==> config.mk <==
export PLATFORM = sky130hd
export DESIGN_NAME = gcbp_subimage_writer
export DESIGN_NICKNAME = d
export VERILOG_FILES = /design/src/rtl/gcbp_subimage_writer.sv
export SDC_FILE = /design/constraint.sdc
export NUM_CORES = 1
export LEC_CHECK = 0
export BUFFER_PORTS_ARGS = -buffer_cell sky130_fd_sc_hd__buf_2
export CORE_ASPECT_RATIO = 0.9
export CORE_UTILIZATION = 35
export CTS_BUF_LIST = sky130_fd_sc_hd__clkbuf_8
export CTS_CLUSTER_DIAMETER = 80
export DETAILED_ROUTE_END_ITERATION = 6
export GPL_ROUTABILITY_DRIVEN = 0
export PLACE_DENSITY_LB_ADDON = 0.08
export SYNTH_ARGS = -nofsm -noshare
export SYNTH_HDL_FRONTEND = slang
export SYNTH_SLANG_ARGS = --single-unit
export TNS_END_PERCENT = 10
==> constraint.sdc <==
create_clock -name i_clk -period 2.8 [get_ports i_clk]
set_input_delay 0.56 -clock i_clk [delete_from_list [all_inputs] [get_ports i_clk]]
set_output_delay 0.56 -clock i_clk [all_outputs]
set_load 0.05 [all_outputs]
==> src/rtl/gcbp_subimage_writer.sv <==
// Stores the two vertical GCBP sub-image rows of each frame into a ping-pong BRAM bank.
// Optional saturating drop/error counters are enabled with GCBP_WRITER_STATS_EN.
module gcbp_subimage_writer #(
    parameter int BRAM_DATA_WIDTH             = 128,
    parameter int C_FRAME_LINES               = 480,
    parameter int C_VERT_EDGE_TO_SUBIMAGE     = 75,
    parameter int C_VERT_SUBIMAGE_TO_SUBIMAGE = 74,
    parameter int C_SUBIMAGE_HEIGHT           = 128,
    parameter int C_ADDR_BITS                 = 11
) (
    input  logic                       i_clk,
    input  logic                       i_resetn,
    input  logic                       i_new_frame,
    input  logic                       i_new_line,
    input  logic [BRAM_DATA_WIDTH-1:0] i_gcbp_line,
    input  logic                       i_gcbp_line_valid,
    input  logic [1:0]                 i_hori_subimage_cnt,
    input  logic                       i_consumer_ready,
    output logic                       o_bram_we,
    output logic [C_ADDR_BITS-1:0]     o_bram_addr,
    output logic [BRAM_DATA_WIDTH-1:0] o_bram_wdata,
    output logic                       o_frame_done,
    output logic                       o_frame_bank,
    output logic                       o_frame_dropped,
    output logic                       o_frame_error
`ifdef GCBP_WRITER_STATS_EN
    ,
    output logic [7:0]                 o_dropped_cnt,
    output logic [7:0]                 o_error_cnt
`endif
);

    typedef enum logic [2:0] {
        S_IDLE, S_TOP, S_ROW0, S_GAP, S_ROW1, S_CHECK, S_SKIP
    } state_t;

    localparam logic [9:0]  FRAME_LINES = 10'(C_FRAME_LINES);
    localparam logic [9:0]  ROW0_FIRST  = 10'(C_VERT_EDGE_TO_SUBIMAGE + 1);
    localparam logic [9:0]  ROW0_END    = 10'(C_VERT_EDGE_TO_SUBIMAGE + 1 + C_SUBIMAGE_HEIGHT);
    localparam logic [9:0]  ROW1_FIRST  = 10'(C_VERT_EDGE_TO_SUBIMAGE + 1 + C_SUBIMAGE_HEIGHT
                                              + C_VERT_SUBIMAGE_TO_SUBIMAGE);
    localparam logic [9:0]  ROW1_END    = 10'(C_VERT_EDGE_TO_SUBIMAGE + 1 + 2 * C_SUBIMAGE_HEIGHT
                                              + C_VERT_SUBIMAGE_TO_SUBIMAGE);
    localparam logic [10:0] FULL_WRITES = 11'(8 * C_SUBIMAGE_HEIGHT);

    state_t                     state_q, state_d;
    logic [9:0]                 line_cnt_q, line_cnt_d;
    logic [10:0]                write_cnt_q, write_cnt_d;
    logic                       bank_q, bank_d;
    logic                       frame_bank_q, frame_bank_d;
    logic                       done_q, done_d;
    logic                       dropped_q, dropped_d;
    logic                       error_q, error_d;
    logic                       we_q, we_d;
    logic [C_ADDR_BITS-1:0]     addr_q, addr_d;
    logic [BRAM_DATA_WIDTH-1:0] wdata_q, wdata_d;
    logic [6:0]                 row_line;
    logic                       in_row;

    assign in_row   = (state_q == S_ROW0) || (state_q == S_ROW1);
    assign row_line = (state_q == S_ROW1) ? 7'(line_cnt_q - ROW1_FIRST)
                                          : 7'(line_cnt_q - ROW0_FIRST);

    always_comb begin
        state_d      = state_q;
        line_cnt_d   = line_cnt_q;
        write_cnt_d  = write_cnt_q;
        bank_d       = bank_q;
        frame_bank_d = frame_bank_q;
        done_d       = 1'b0;
        dropped_d    = 1'b0;
        error_d      = 1'b0;
        we_d         = 1'b0;
        addr_d       = addr_q;
        wdata_d      = wdata_q;

        // The frame-start pulse is also the first line's pulse, so that line becomes line 1.
        if (i_new_frame) begin
            line_cnt_d = i_new_line ? 10'd1 : 10'd0;
        end else if (i_new_line && (line_cnt_q != FRAME_LINES)) begin
            line_cnt_d = line_cnt_q + 10'd1;
        end

        if (i_new_frame) begin
            write_cnt_d = '0;
            if ((state_q != S_IDLE) && (state_q != S_SKIP)) begin
                error_d = 1'b1;
            end
            if (i_consumer_ready) begin
                state_d = S_TOP;
            end else begin
                state_d   = S_SKIP;
                dropped_d = 1'b1;
            end
        end else begin
            if (in_row && i_gcbp_line_valid) begin
                we_d        = 1'b1;
                addr_d      = {bank_q, (state_q == S_ROW1), i_hori_subimage_cnt, row_line};
                wdata_d     = i_gcbp_line;
                write_cnt_d = write_cnt_q + 11'd1;
            end
            case (state_q)
                S_TOP:   if (line_cnt_d == ROW0_FIRST) state_d = S_ROW0;
                S_ROW0:  if (line_cnt_d == ROW0_END)   state_d = S_GAP;
                S_GAP:   if (line_cnt_d == ROW1_FIRST) state_d = S_ROW1;
                S_ROW1:  if (line_cnt_d == ROW1_END)   state_d = S_CHECK;
                S_CHECK: begin
                    if (write_cnt_q == FULL_WRITES) begin
                        done_d       = 1'b1;
                        frame_bank_d = bank_q;
                        bank_d       = ~bank_q;
                    end else begin
                        error_d = 1'b1;
                    end
                    state_d = S_IDLE;
                end
                S_IDLE, S_SKIP: ;
                default: state_d = S_IDLE;
            endcase
        end
    end

    always_ff @(posedge i_clk) begin
        if (!i_resetn) begin
            state_q      <= S_IDLE;
            line_cnt_q   <= '0;
            write_cnt_q  <= '0;
            bank_q       <= 1'b0;
            frame_bank_q <= 1'b0;
            done_q       <= 1'b0;
            dropped_q    <= 1'b0;
            error_q      <= 1'b0;
            we_q         <= 1'b0;
            addr_q       <= '0;
            wdata_q      <= '0;
        end else begin
            state_q      <= state_d;
            line_cnt_q   <= line_cnt_d;
            write_cnt_q  <= write_cnt_d;
            bank_q       <= bank_d;
            frame_bank_q <= frame_bank_d;
            done_q       <= done_d;
            dropped_q    <= dropped_d;
            error_q      <= error_d;
            we_q         <= we_d;
            addr_q       <= addr_d;
            wdata_q      <= wdata_d;
        end
    end

    assign o_bram_we       = we_q;
    assign o_bram_addr     = addr_q;
    assign o_bram_wdata    = wdata_q;
    assign o_frame_done    = done_q;
    assign o_frame_bank    = frame_bank_q;
    assign o_frame_dropped = dropped_q;
    assign o_frame_error   = error_q;

`ifdef GCBP_WRITER_STATS_EN
    logic [7:0] dropped_cnt_q, dropped_cnt_d;
    logic [7:0] error_cnt_q, error_cnt_d;

    always_comb begin
        dropped_cnt_d = dropped_cnt_q;
        error_cnt_d   = error_cnt_q;
        if (dropped_d && (dropped_cnt_q != 8'hFF)) dropped_cnt_d = dropped_cnt_q + 8'd1;
        if (error_d && (error_cnt_q != 8'hFF))     error_cnt_d   = error_cnt_q + 8'd1;
    end

    always_ff @(posedge i_clk) begin
        if (!i_resetn) begin
            dropped_cnt_q <= '0;
            error_cnt_q   <= '0;
        end else begin
            dropped_cnt_q <= dropped_cnt_d;
            error_cnt_q   <= error_cnt_d;
        end
    end

    assign o_dropped_cnt = dropped_cnt_q;
    assign o_error_cnt   = error_cnt_q;
`endif

endmodule

# After elaboration in Yosys (flattened, before gate mapping)

Index checks and enable logic that the tools add are counted.

Input bits: 136
Word-level logic and storage cells: 68
Flip-flop bits (word level): 169
Output and inout bits: 144

Add/sub/neg operators: 4
Eq/ne operators: 18
Bitwise logic cells: 4
Muxes and demuxes: 18
Reduce and logical (&&, ||, !) cells: 13

Operators with widths:

| cell                                                 | number |
|---|---|
| equality test 10 x 9 -> 1 bit, second input constant | 2 |
| two-way mux 10 bit                                   | 2 |
| two-way mux 3 bit                                    | 6 |
| one-hot mux 3 bit (5 select lines)                   | 1 |
| adder 11 x 1 -> 11 bit, second input constant        | 1 |
| equality test 11 bit, second input constant          | 1 |
| adder 10 x 1 -> 10 bit, second input constant        | 1 |
| equality test 10 x 7 -> 1 bit, second input constant | 1 |
| equality test 10 x 8 -> 1 bit, second input constant | 1 |
| != test 10 x 9 -> 1 bit, second input constant       | 1 |
| equality test 3 bit, second input constant           | 3 |
| != test 3 bit, second input constant                 | 3 |
| two-way mux 1 bit                                    | 8 |
| two-way mux 7 bit                                    | 1 |
| subtractor 7 x 5 -> 7 bit, second input constant     | 1 |
| subtractor 7 bit, second input constant              | 1 |
| equality test 3 x 2 -> 1 bit, second input constant  | 2 |
| != test 3 x 2 -> 1 bit, second input constant        | 2 |
| AND reduction 5 bit                                  | 1 |
| inverter 1 bit                                       | 4 |
| AND reduction 2 bit                                  | 2 |
| OR reduction 2 bit                                   | 2 |
| equality test 3 x 1 -> 1 bit, second input constant  | 1 |
| logical AND 1 bit                                    | 3 |
| 6 further kinds                                      | 6 |

# Logic depth before layout (Yosys ltp)

Gate-level depths: netlist of run 1.

Depth in word-level cells: 8
Gate-level depth with buffers: 9
Depth with buffers taken out: 9

# Least setup slack after synthesis of run 1

Ideal clock, no wire load.

Kind: flip-flop to flip-flop
Start: register line_cnt_q[2]
End: register state_q[0]
Arrival: 2025 ps
Path buffers: 0
Setup time: 126 ps
Slack: 649 ps
Period minus slack after synthesis: 2151 ps
Stages on the path, launching flop included: 9
Data required time: 2674 ps
Cell sequence: dfxtp_1 ha_1 and3_2 nand3_1 xnor2_1 or4b_1 o211ai_2 o211ai_2 mux2i_1

Cells in the longest elaborated chain, start to end: 7
Elaborated cells on any way between the ends: 14
Classes of those cells: 1 x add/sub; 9 x eq/ne; 2 x mux; 2 x reduce/logical

Ends and longest elaborated chain:

| what                                                                            | RTL line | source |
|---|---|---|
| start: declaration                                                              | 47       | `logic [9:0] line_cnt_q, line_cnt_d;` |
| start signal: assignment                                                        | 138      | `line_cnt_q <= line_cnt_d;` |
| parallel branches: the longest is 2 deep, another holds adder 10 x 1 -> 10 bit  | n/a      |  |
| two-way mux 10 bit (*)                                                          | 80       | `end else if (i_new_line && (line_cnt_q != FRAME_LINES)) begin` |
| two-way mux 10 bit (*)                                                          | 78       | `if (i_new_frame) begin` |
| equality test 10 x 9 -> 1 bit, or another cell as far along                     | 105      | `S_GAP: if (line_cnt_d == ROW1_FIRST) state_d = S_ROW1;` |
| != test 3 bit (no source line) / != test 3 x 2 -> 1 bit (equally long branches) | n/a      |  |
| AND reduction 5 bit (no source line) (*)                                        | n/a      |  |
| end signal: assignment                                                          | 137      | `state_q <= state_d;` |
| end: declaration                                                                | 46       | `state_t state_q, state_d;` |

Every way passes the cells marked *.
A chain may end at the register's enable or synchronous reset.

# Worst setup path after layout of run 1

Start: register line_cnt_q[2]
End: register state_q[2]

The elaborated chain is that of the path after synthesis.

==> flow_summary.json, run 1 <==
{
  "timing.final.ws_setup_ps": 412,
  "synth-seq-area-share_pct": 51.7,
  "initial_core_util_pct": 35.7,
  "grt.overflow.total": 0,
  "cts_inserted_buffers": 17,
  "finalClockSkew_ps": 10.2,
  "vdd_drop_max_mv": 0.266,
  "final_area_um2": 8530,
  "fmaxAchievable_mhz": 419,
  "power_density_nw_per_um2": 582,
  "pin_count_of_the_biggest_net_entering_global_routing": 89,
  "slew_at_the_pin_closest_to_its_max_slew_limit_ps": 692,
  "setup_repair_after_global_routing_missed_its_margin": "no",
  "multiInputGateArea_um2": 2870,
  "placed_area_um2": 8140,
  "asyncSetResetFlopFracSynth_pct": 0,
  "site_row_count": 47,
  "preCtsSetupSlack_ps": 411,
  "netlist_top_cells_count": "sky130_fd_sc_hd__nand2_1, sky130_fd_sc_hd__dfxtp_1, sky130_fd_sc_hd__a21oi_1",
  "worstHoldPathType": "in -> reg",
  "post_cts.resized_instances": 0,
  "hold_fix_buffers_cts": 0,
  "grt_pass1_wl_mm": 29.8,
  "run_status": "complete, no violations",
  "mappedNetlistNets": 960,
  "flops_latches_synth": 169,
  "critical_path.endpoint_type": "flip-flop",
  "die-height_um": 132,
  "via_per_inst": 4.56,
  "detailed_place_hpwl_mm": 12.9,
  "netlist.top_cell.by_area": "sky130_fd_sc_hd__dfxtp_1",
  "total_routed_length_mm": 18.7,
  "register_clock_pin_slew_on_the_reported_worst_setup_and_hold_paths_ps": 90,
  "synthesis.area_um2": 6550,
  "postRouteAntennaNets": 0,
  "worst_hold_slack_ps": 290,
  "syn_inst": 816,
  "synth_top_cell_area_share_pct": 51.7,
  "finalNetCount": 1213,
  "syn_avg_cell_area_um2": 8.02,
  "first_global_vias": 5611,
  "synth.top_cells.by_area": "sky130_fd_sc_hd__dfxtp_1, sky130_fd_sc_hd__nand2_1, sky130_fd_sc_hd__a21oi_1",
  "area.growth.synth_to_final_pct": 30.3,
  "maxSlewHeadroom_pct": 53.7,
  "initial_drc_count": 292,
  "core-area_um2": 18300,
  "post_synth_edffs": 0,
  "seqCellArea_um2": 3380,
  "drt_pass1_iterations": 4,
  "ws_path_type": "reg -> reg",
  "timing.final.crit_period_ps": 2390,
  "port-buffer-count": 279,
  "critPathLaunchType": "flip-flop",
  "clock_tree.htree_level_count": 4,
  "yosysWarningCount": 0,
  "worst-path-max-fanout": 10,
  "layout-drive-gt1-share_pct": 31.1,
  "layout.filler_cells": 1954,
  "tritoncts_clock_tree": "built",
  "clkLatencyLatePin_ps": 460,
  "setup_violations": 0,
  "final.period_utilization_pct": 85.3,
  "ioPinCount": 280,
  "drcViolationCount": 0,
  "postSynth.topFlopCell": "sky130_fd_sc_hd__dfxtp_1",
  "track_usage_pct": 19.3,
  "synth_cell_types": 50,
  "final-hold-violation-count": 0,
  "maxCapViolations": 0,
  "post-cts-setup-buffer-count": 0,
  "grt_antenna_before_repair": 1,
  "die-width_um": 146,
  "fp.dieArea_um2": 19300,
  "maxSlewViolCount": 0,
  "cts_sinks": 169,
  "detail_route.wl_per_cell_um": 14.1,
  "cp.arrival_ps": 2730,
  "total_number_of_vias": 6061,
  "synthMostInstantiatedCell": "sky130_fd_sc_hd__nand2_1",
  "leakage_nw": 3.67,
  "setup_total_negative_slack_ps": 0,
  "clock_tree.buffer_depth": 2,
  "cp.required_ps": 3140,
  "library_cell_used_as_clock_root_buffer": "sky130_fd_sc_hd__clkbuf_8"
}
## power breakdown
| part | internal [W] | switching [W] | leakage [nW] |
|---|---|---|---|
| clock network | 0.000744 | 0.000968 | 0.181 |
| registers | 0.00248 | 0.0000426 | 1.37 |
| logic | 0.000218 | 0.000510 | 2.12 |
| total | 0.00344 | 0.00152 | 3.67 |
## flip-flops by register name (all words and copies together) (netlist names)
signal and cells:
bank_q 1, line_cnt_q 10, o_bram_addr 11, o_bram_wdata 128
o_bram_we 1, o_frame_bank 1, o_frame_done 1, o_frame_dropped 1
o_frame_error 1, state_q 3, write_cnt_q 11
## path summary, 6_finish.rpt
path | endpoint | slack, ps | start | cells after the start
max | state_q[2] | 410 | line_cnt_q[2] | 8
min | o_frame_dropped | 290 | i_consumer_ready | 2
max reg2reg | state_q[2] | 410 | line_cnt_q[2] | 8
min reg2reg | o_bram_wdata[84] | 450 | o_bram_wdata[84] | 2
## area by class of cell
cell class,instances,area share (%)
Antenna cell,2,0.0587
Clock buffer,18,2.90
Clock inverter,14,1.60
Inverter,11,0.513
Multi-Input combinational cell,581,33.7
Sequential cell,169,39.7
Tap cell,245,3.59
Timing Repair Buffer,289,18.0
## kinds of logic (layout without fill, tap and decap cells)
logic type	count (synthesis)	count (layout)	share of synthesized area (%)
other cells	0	2	0
compound gates	178	178	15.3
simple gates	367	367	23.0
xor+xnor	19	19	2.54
fa+ha+maj	8	8	1.53
flops	169	169	51.7
mux	9	9	1.38
buf+inv	66	332	4.61
## metrics by stage
| step | power [W] | instances | utilization (%) |
|---|---|---|---|
| global placement | 0.00331 | 1295 | 44.4 |
| CTS | 0.00503 | 1327 | 46.5 |
| finish | 0.00496 | 1329 | 46.5 |
| global route | 0.00519 | 1327 | 46.5 |
| floorplan | 0.00307 | 816 | - |
| detailed placement | 0.00331 | 1295 | 44.4 |
## cells in the final DEF (no fill, tap or decap), drive strengths merged, types with 3 or more instances in the layout
| cell type | count |
|---|---|
| nand2 | 299 |
| buf | 289 |
| dfxtp | 169 |
| a21oi | 145 |
| nor2 | 31 |
| clkbuf | 18 |
| inv | 16 |
| xor2 | 10 |
| o21ai | 10 |
| xnor2 | 9 |
| mux2i | 9 |
| ha | 8 |
| clkinvlp | 5 |
| and3 | 5 |
| nor2b | 4 |
| or3 | 4 |
| a211oi | 4 |
| nand4 | 4 |
| nand3 | 3 |
| o21a | 3 |
| nor3 | 3 |
| o41ai | 3 |
| o211ai | 3 |
| clkinv | 3 |
## per-layer routing
| layer | vias to the layer above | wire length [um] | track usage [%] |
|---|---|---|---|
| li1 | 3172 | - | - |
| met1 | 2690 | 8590 | 24.7 |
| met2 | 183 | 8610 | 31.5 |
| met3 | 16 | 1250 | 5.54 |
| met4 | 0 | 232 | 5.61 |
| met5 | - | 0 | 0 |
## worst max-delay path, cell delays in order, from the launching register on
cell and delay [ps]:
sky130_fd_sc_hd__dfxtp_1 520, sky130_fd_sc_hd__ha_1 260, sky130_fd_sc_hd__and3_2 230, sky130_fd_sc_hd__nand3_1 120, sky130_fd_sc_hd__xnor2_1 200, sky130_fd_sc_hd__or4b_1 550
sky130_fd_sc_hd__o211ai_2 90, sky130_fd_sc_hd__o211ai_2 160, sky130_fd_sc_hd__mux2i_1 150
(Power assumes the default switching activity.)
==> run 2: changes to the inputs <==
- CORE_MARGIN: default -> 4
- CORE_UTILIZATION: 35 -> 40
==> run 2 against run 1 <==
Clock power is essentially flat. Clock skew is 1.9 ps lower. Sequential share of layout area grew 0.38 points. Register-to-register slack worse by 50 ps. Non-clock buffer count is 2 lower. Final cell count decreased by 3.1%. Combinational power hardly changed.
==> flow_summary.json, run 2 (same netlist as run 1, synthesis figures left out) <==
{
  "run_status": "complete, no violations",
  "clock_tree.htree_level_count": 4,
  "drt_pass1_iterations": 4,
  "cts_inserted_buffers": 17,
  "finish.cell_count_without_fillers": 1288,
  "ws_path_type": "reg -> reg",
  "power_density_nw_per_um2": 584,
  "total_routed_length_mm": 18.6,
  "timing.final.ws_setup_ps": 366,
  "worstHoldPathType": "in -> reg",
  "register_clock_pin_slew_on_the_reported_worst_setup_and_hold_paths_ps": 90,
  "track_usage_pct": 19.1,
  "seqCellArea_um2": 3380,
  "die-width_um": 143,
  "library_cell_used_as_clock_root_buffer": "sky130_fd_sc_hd__clkbuf_8",
  "fp.dieArea_um2": 18500,
  "fmaxAchievable_mhz": 411,
  "vdd_drop_max_mv": 0.319,
  "cp.arrival_ps": 2770,
  "clock_tree.buffer_depth": 2,
  "worst-path-max-fanout": 10,
  "mostFrequentLayoutCell": "sky130_fd_sc_hd__nand2_1",
  "hold_fix_buffers_cts": 0,
  "post-place-cells": 1255,
  "detail_route.wl_per_cell_um": 14.4,
  "setup_violations": 0,
  "post_cts.resized_instances": 0,
  "total_power_w": 0.00493,
  "detailed_place_hpwl_mm": 13.0,
  "tritoncts_clock_tree": "built",
  "maxSlewViolCount": 0,
  "initial_core_util_pct": 40.7,
  "critical_path.endpoint_type": "flip-flop",
  "site_row_count": 44,
  "pin_count_of_the_biggest_net_entering_global_routing": 85,
  "timing.final.crit_period_ps": 2430,
  "slew_at_the_pin_closest_to_its_max_slew_limit_ps": 803,
  "final.period_utilization_pct": 86.9,
  "layout-drive-gt1-share_pct": 30.7,
  "initial_drc_count": 324,
  "area.growth.synth_to_final_pct": 29.1,
  "preCtsSetupSlack_ps": 394,
  "critPathLaunchType": "flip-flop",
  "maxCapViolations": 0,
  "largest_register_ffs": 128,
  "grt_antenna_before_repair": 1,
  "die-height_um": 129,
  "grt.overflow.total": 0,
  "layout.filler_cells": 1660,
  "core-area_um2": 16100,
  "finalNetCount": 1211,
  "leakage_nw": 3.67,
  "setup_repair_after_global_routing_missed_its_margin": "no",
  "postRouteAntennaNets": 0,
  "grt_pass1_wl_mm": 28.3,
  "ioPinCount": 280,
  "clkLatencyLatePin_ps": 440,
  "cts_sinks": 169,
  "multiInputGateArea_um2": 2870,
  "first_global_vias": 5317,
  "drcViolationCount": 0,
  "port-buffer-count": 279,
  "total_number_of_vias": 6110,
  "setup_total_negative_slack_ps": 0,
  "cp.required_ps": 3130,
  "via_per_inst": 4.74,
  "final_cell_mix": "sky130_fd_sc_hd__nand2_1, sky130_fd_sc_hd__buf_2, sky130_fd_sc_hd__dfxtp_1",
  "post-cts-setup-buffer-count": 0,
  "finalClockSkew_ps": 8.29,
  "final-hold-violation-count": 0,
  "maxSlewHeadroom_pct": 46.4
}
==> run 2: through the flow <==
| step | instance area (um^2) | hold slack [ps] | utilization [%] |
|---|---|---|---|
| 2_1_floorplan | 6550 | 456 | - |
| 3_3_place_gp | 8070 | 439 | 50.2 |
| 3_5_place_dp | 8070 | 443 | 50.2 |
| 4_1_cts | 8450 | 280 | 52.6 |
| 5_1_grt | 8450 | 284 | 52.6 |
| 6_report | 8450 | 308 | 52.6 |
==> run 2: cell type report <==
| type | instances | area share [%] |
|---|---|---|
| clock inverter | 13 | 1.42 |
| tap | 207 | 3.06 |
| multi-input combinational | 581 | 34.0 |
| inverter | 11 | 0.518 |
| clock buffer | 19 | 3.09 |
| sequential | 169 | 40.0 |
| antenna | 1 | 0.0296 |
| timing repair buffer | 287 | 17.8 |
==> run 2: critical path, stage by stage (launching register included) <==
cell	delay, ps
sky130_fd_sc_hd__dfxtp_1	520
sky130_fd_sc_hd__ha_1	310
sky130_fd_sc_hd__nand4_1	200
sky130_fd_sc_hd__nor3_1	260
sky130_fd_sc_hd__a211oi_1	110
sky130_fd_sc_hd__or4b_1	510
sky130_fd_sc_hd__o211ai_2	80
sky130_fd_sc_hd__o211ai_2	170
sky130_fd_sc_hd__mux2i_1	150
==> run 2: worst paths after layout <==
kind / from / slack [ps] / cells after the start / to
hold / removal: i_consumer_ready / 310 / 2 / o_frame_dropped
setup reg to reg: line_cnt_q[2] / 370 / 8 / state_q[0]
hold reg to reg: o_bram_wdata[86] / 450 / 2 / o_bram_wdata[86]
setup / recovery: line_cnt_q[2] / 370 / 8 / state_q[0]
==> run 2: power breakdown <==
part / switching (W) / internal [W] / leakage, nW / total, W
registers: 0.0000419 / 0.00248 / 1.37 / 0.00252
clock network: 0.000923 / 0.000763 / 0.199 / 0.00169
logic: 0.000511 / 0.000215 / 2.11 / 0.000726
==> run 2: layer usage <==
layer	wire [um]	track usage (%)
met1	8450	26.4
met2	8280	28.1
met3	1450	5.94
met4	401	7.38
met5	13	0
==> run 3: changes to the inputs <==
- BUFFER_PORTS_ARGS: -buffer_cell sky130_fd_sc_hd__buf_2 -> default
- DONT_BUFFER_PORTS: default -> 1
==> run 3 against run 2 <==
First-iteration DRC count is 2.8% higher. Clock power increased by 12%. Sequential cell count stayed put. Maximum frequency is 0.57% higher. Combinational power shrank 58%. Setup slack improved by 14 ps. Routed wire length decreased by 6.3%. Non-clock buffer count fell by 279. Critical path type unchanged.
==> flow_summary.json, run 3 (same netlist as run 1, synthesis figures left out) <==
{
  "cts_inserted_buffers": 17,
  "cts_sinks": 169,
  "detail_route.wl_per_cell_um": 17.3,
  "final.period_utilization_pct": 86.4,
  "clock_tree.htree_level_count": 4,
  "total_number_of_vias": 5272,
  "mostFrequentLayoutCell": "sky130_fd_sc_hd__nand2_1",
  "total_power_w": 0.00498,
  "grt_antenna_before_repair": 0,
  "fmaxAchievable_mhz": 413,
  "post-place-cells": 976,
  "core-area_um2": 16100,
  "total_routed_length_mm": 17.4,
  "track_usage_pct": 17.7,
  "clkLatencyLatePin_ps": 440,
  "detailed_place_hpwl_mm": 12.6,
  "setup_total_negative_slack_ps": 0,
  "slowest_stage": "sky130_fd_sc_hd__or4b_1",
  "fp.dieArea_um2": 18500,
  "multiInputGateArea_um2": 2870,
  "die-width_um": 143,
  "initial_drc_count": 333,
  "port-buffer-count": 0,
  "timing.reg2reg.worst_path_depth": 8,
  "count_of_antenna_diodes_in_the_layout": 0,
  "die-height_um": 129,
  "setup_violations": 0,
  "finish.cell_count_without_fillers": 1007,
  "ioPinCount": 280,
  "final_cell_mix": "sky130_fd_sc_hd__nand2_1, sky130_fd_sc_hd__dfxtp_1, sky130_fd_sc_hd__a21oi_1",
  "grt.overflow.total": 0,
  "finalNetCount": 932,
  "run_status": "complete, no violations",
  "grt_pass1_wl_mm": 25.9,
  "worst-path-max-fanout": 10,
  "postRouteAntennaNets": 0,
  "maxCapViolations": 0,
  "post_cts.resized_instances": 0,
  "ws_path_type": "reg -> reg",
  "library_cell_used_as_clock_root_buffer": "sky130_fd_sc_hd__clkbuf_8",
  "drt_pass1_iterations": 4,
  "final_area_um2": 7100,
  "worstHoldPathType": "in -> reg",
  "area.growth.synth_to_final_pct": 8.49,
  "hold_fix_buffers_cts": 0,
  "timing.final.crit_period_ps": 2420,
  "vdd_drop_max_mv": 0.380,
  "finalClockSkew_ps": 11.0,
  "site_row_count": 44,
  "critical_path.top_delay_family": "simple AND/OR/NAND/NOR gates",
  "timing.critical_path.depth": 8,
  "layout-drive-gt1-share_pct": 6.63,
  "max_stage_delay_ps": 550,
  "path_cells": "ha_1 > and3_2 > nand3_1 > xnor2_1 > or4b_1 > o211ai_2 > o211ai_2 > mux2i_1",
  "power_density_nw_per_um2": 701,
  "maxSlewViolCount": 0,
  "pin_count_of_the_biggest_net_entering_global_routing": 97,
  "hold_path_depth": 1,
  "via_per_inst": 5.24,
  "maxSlewHeadroom_pct": 53.2,
  "post-cts-setup-buffer-count": 0,
  "largest_register_ffs": 128,
  "most_prevalent_standard_cell_on_the_critical_path": "sky130_fd_sc_hd__o211ai_2",
  "final-hold-violation-count": 0,
  "first_global_vias": 4812,
  "seqCellArea_um2": 3380,
  "cp.required_ps": 3130,
  "critPathLaunchType": "flip-flop",
  "cp.arrival_ps": 2750,
  "register_clock_pin_slew_on_the_reported_worst_setup_and_hold_paths_ps": 90,
  "initial_core_util_pct": 40.7,
  "layout.filler_cells": 1651,
  "leakage_nw": 2.36,
  "timing.critical_path.buf_inv": 0,
  "placed_area_um2": 6670,
  "clock_tree.buffer_depth": 2,
  "drcViolationCount": 0,
  "critical_path.endpoint_type": "flip-flop",
  "tritoncts_clock_tree": "built",
  "setup_repair_after_global_routing_missed_its_margin": "no",
  "slew_at_the_pin_closest_to_its_max_slew_limit_ps": 701
}
run 3: worst paths after layout:
kind / startpoint / endpoint / slack, ps
worst max-delay path: line_cnt_q[2] / state_q[1] / 380
worst min-delay path: i_consumer_ready / o_frame_dropped / 190
worst max register to register: line_cnt_q[2] / state_q[1] / 380
worst min register to register: bank_q / o_bram_addr[10] / 490
run 3: per-stage QoR:
stage	hold slack, ps	utilization [%]	setup WS (ps)
floorplan	456	-	649
global route	129	44.2	211
global placement	468	41.5	478
finish	187	44.2	380
CTS	149	44.2	377
detailed placement	475	41.5	398
run 3: power breakdown:
group	leakage (nW)	internal, W	switching (W)
clock	0.212	0.000978	0.000910
sequential	1.37	0.00248	0.000307
combinational	0.780	0.000106	0.000199
total	2.36	0.00356	0.00142
run 3: area by class of cell:
| type | count | share of cell area [%] |
|---|---|---|
| Inverter | 11 | 0.617 |
| Clock buffer | 17 | 3.29 |
| Tap cell | 207 | 3.65 |
| Clock inverter | 14 | 2.78 |
| Timing Repair Buffer | 8 | 1.55 |
| Sequential cell | 169 | 47.6 |
| Multi-Input combinational cell | 581 | 40.5 |
run 3: layer usage:
layer  vias to the layer above  share of wire [%]  global-route usage [%]
met5                         -                  0                       0
met4                         0                2.1                    5.76
met2                       207                 47                    27.5
met1                      2422                 40                    21.5
li1                       2617                  -                       -
met3                        26                 11                    8.71
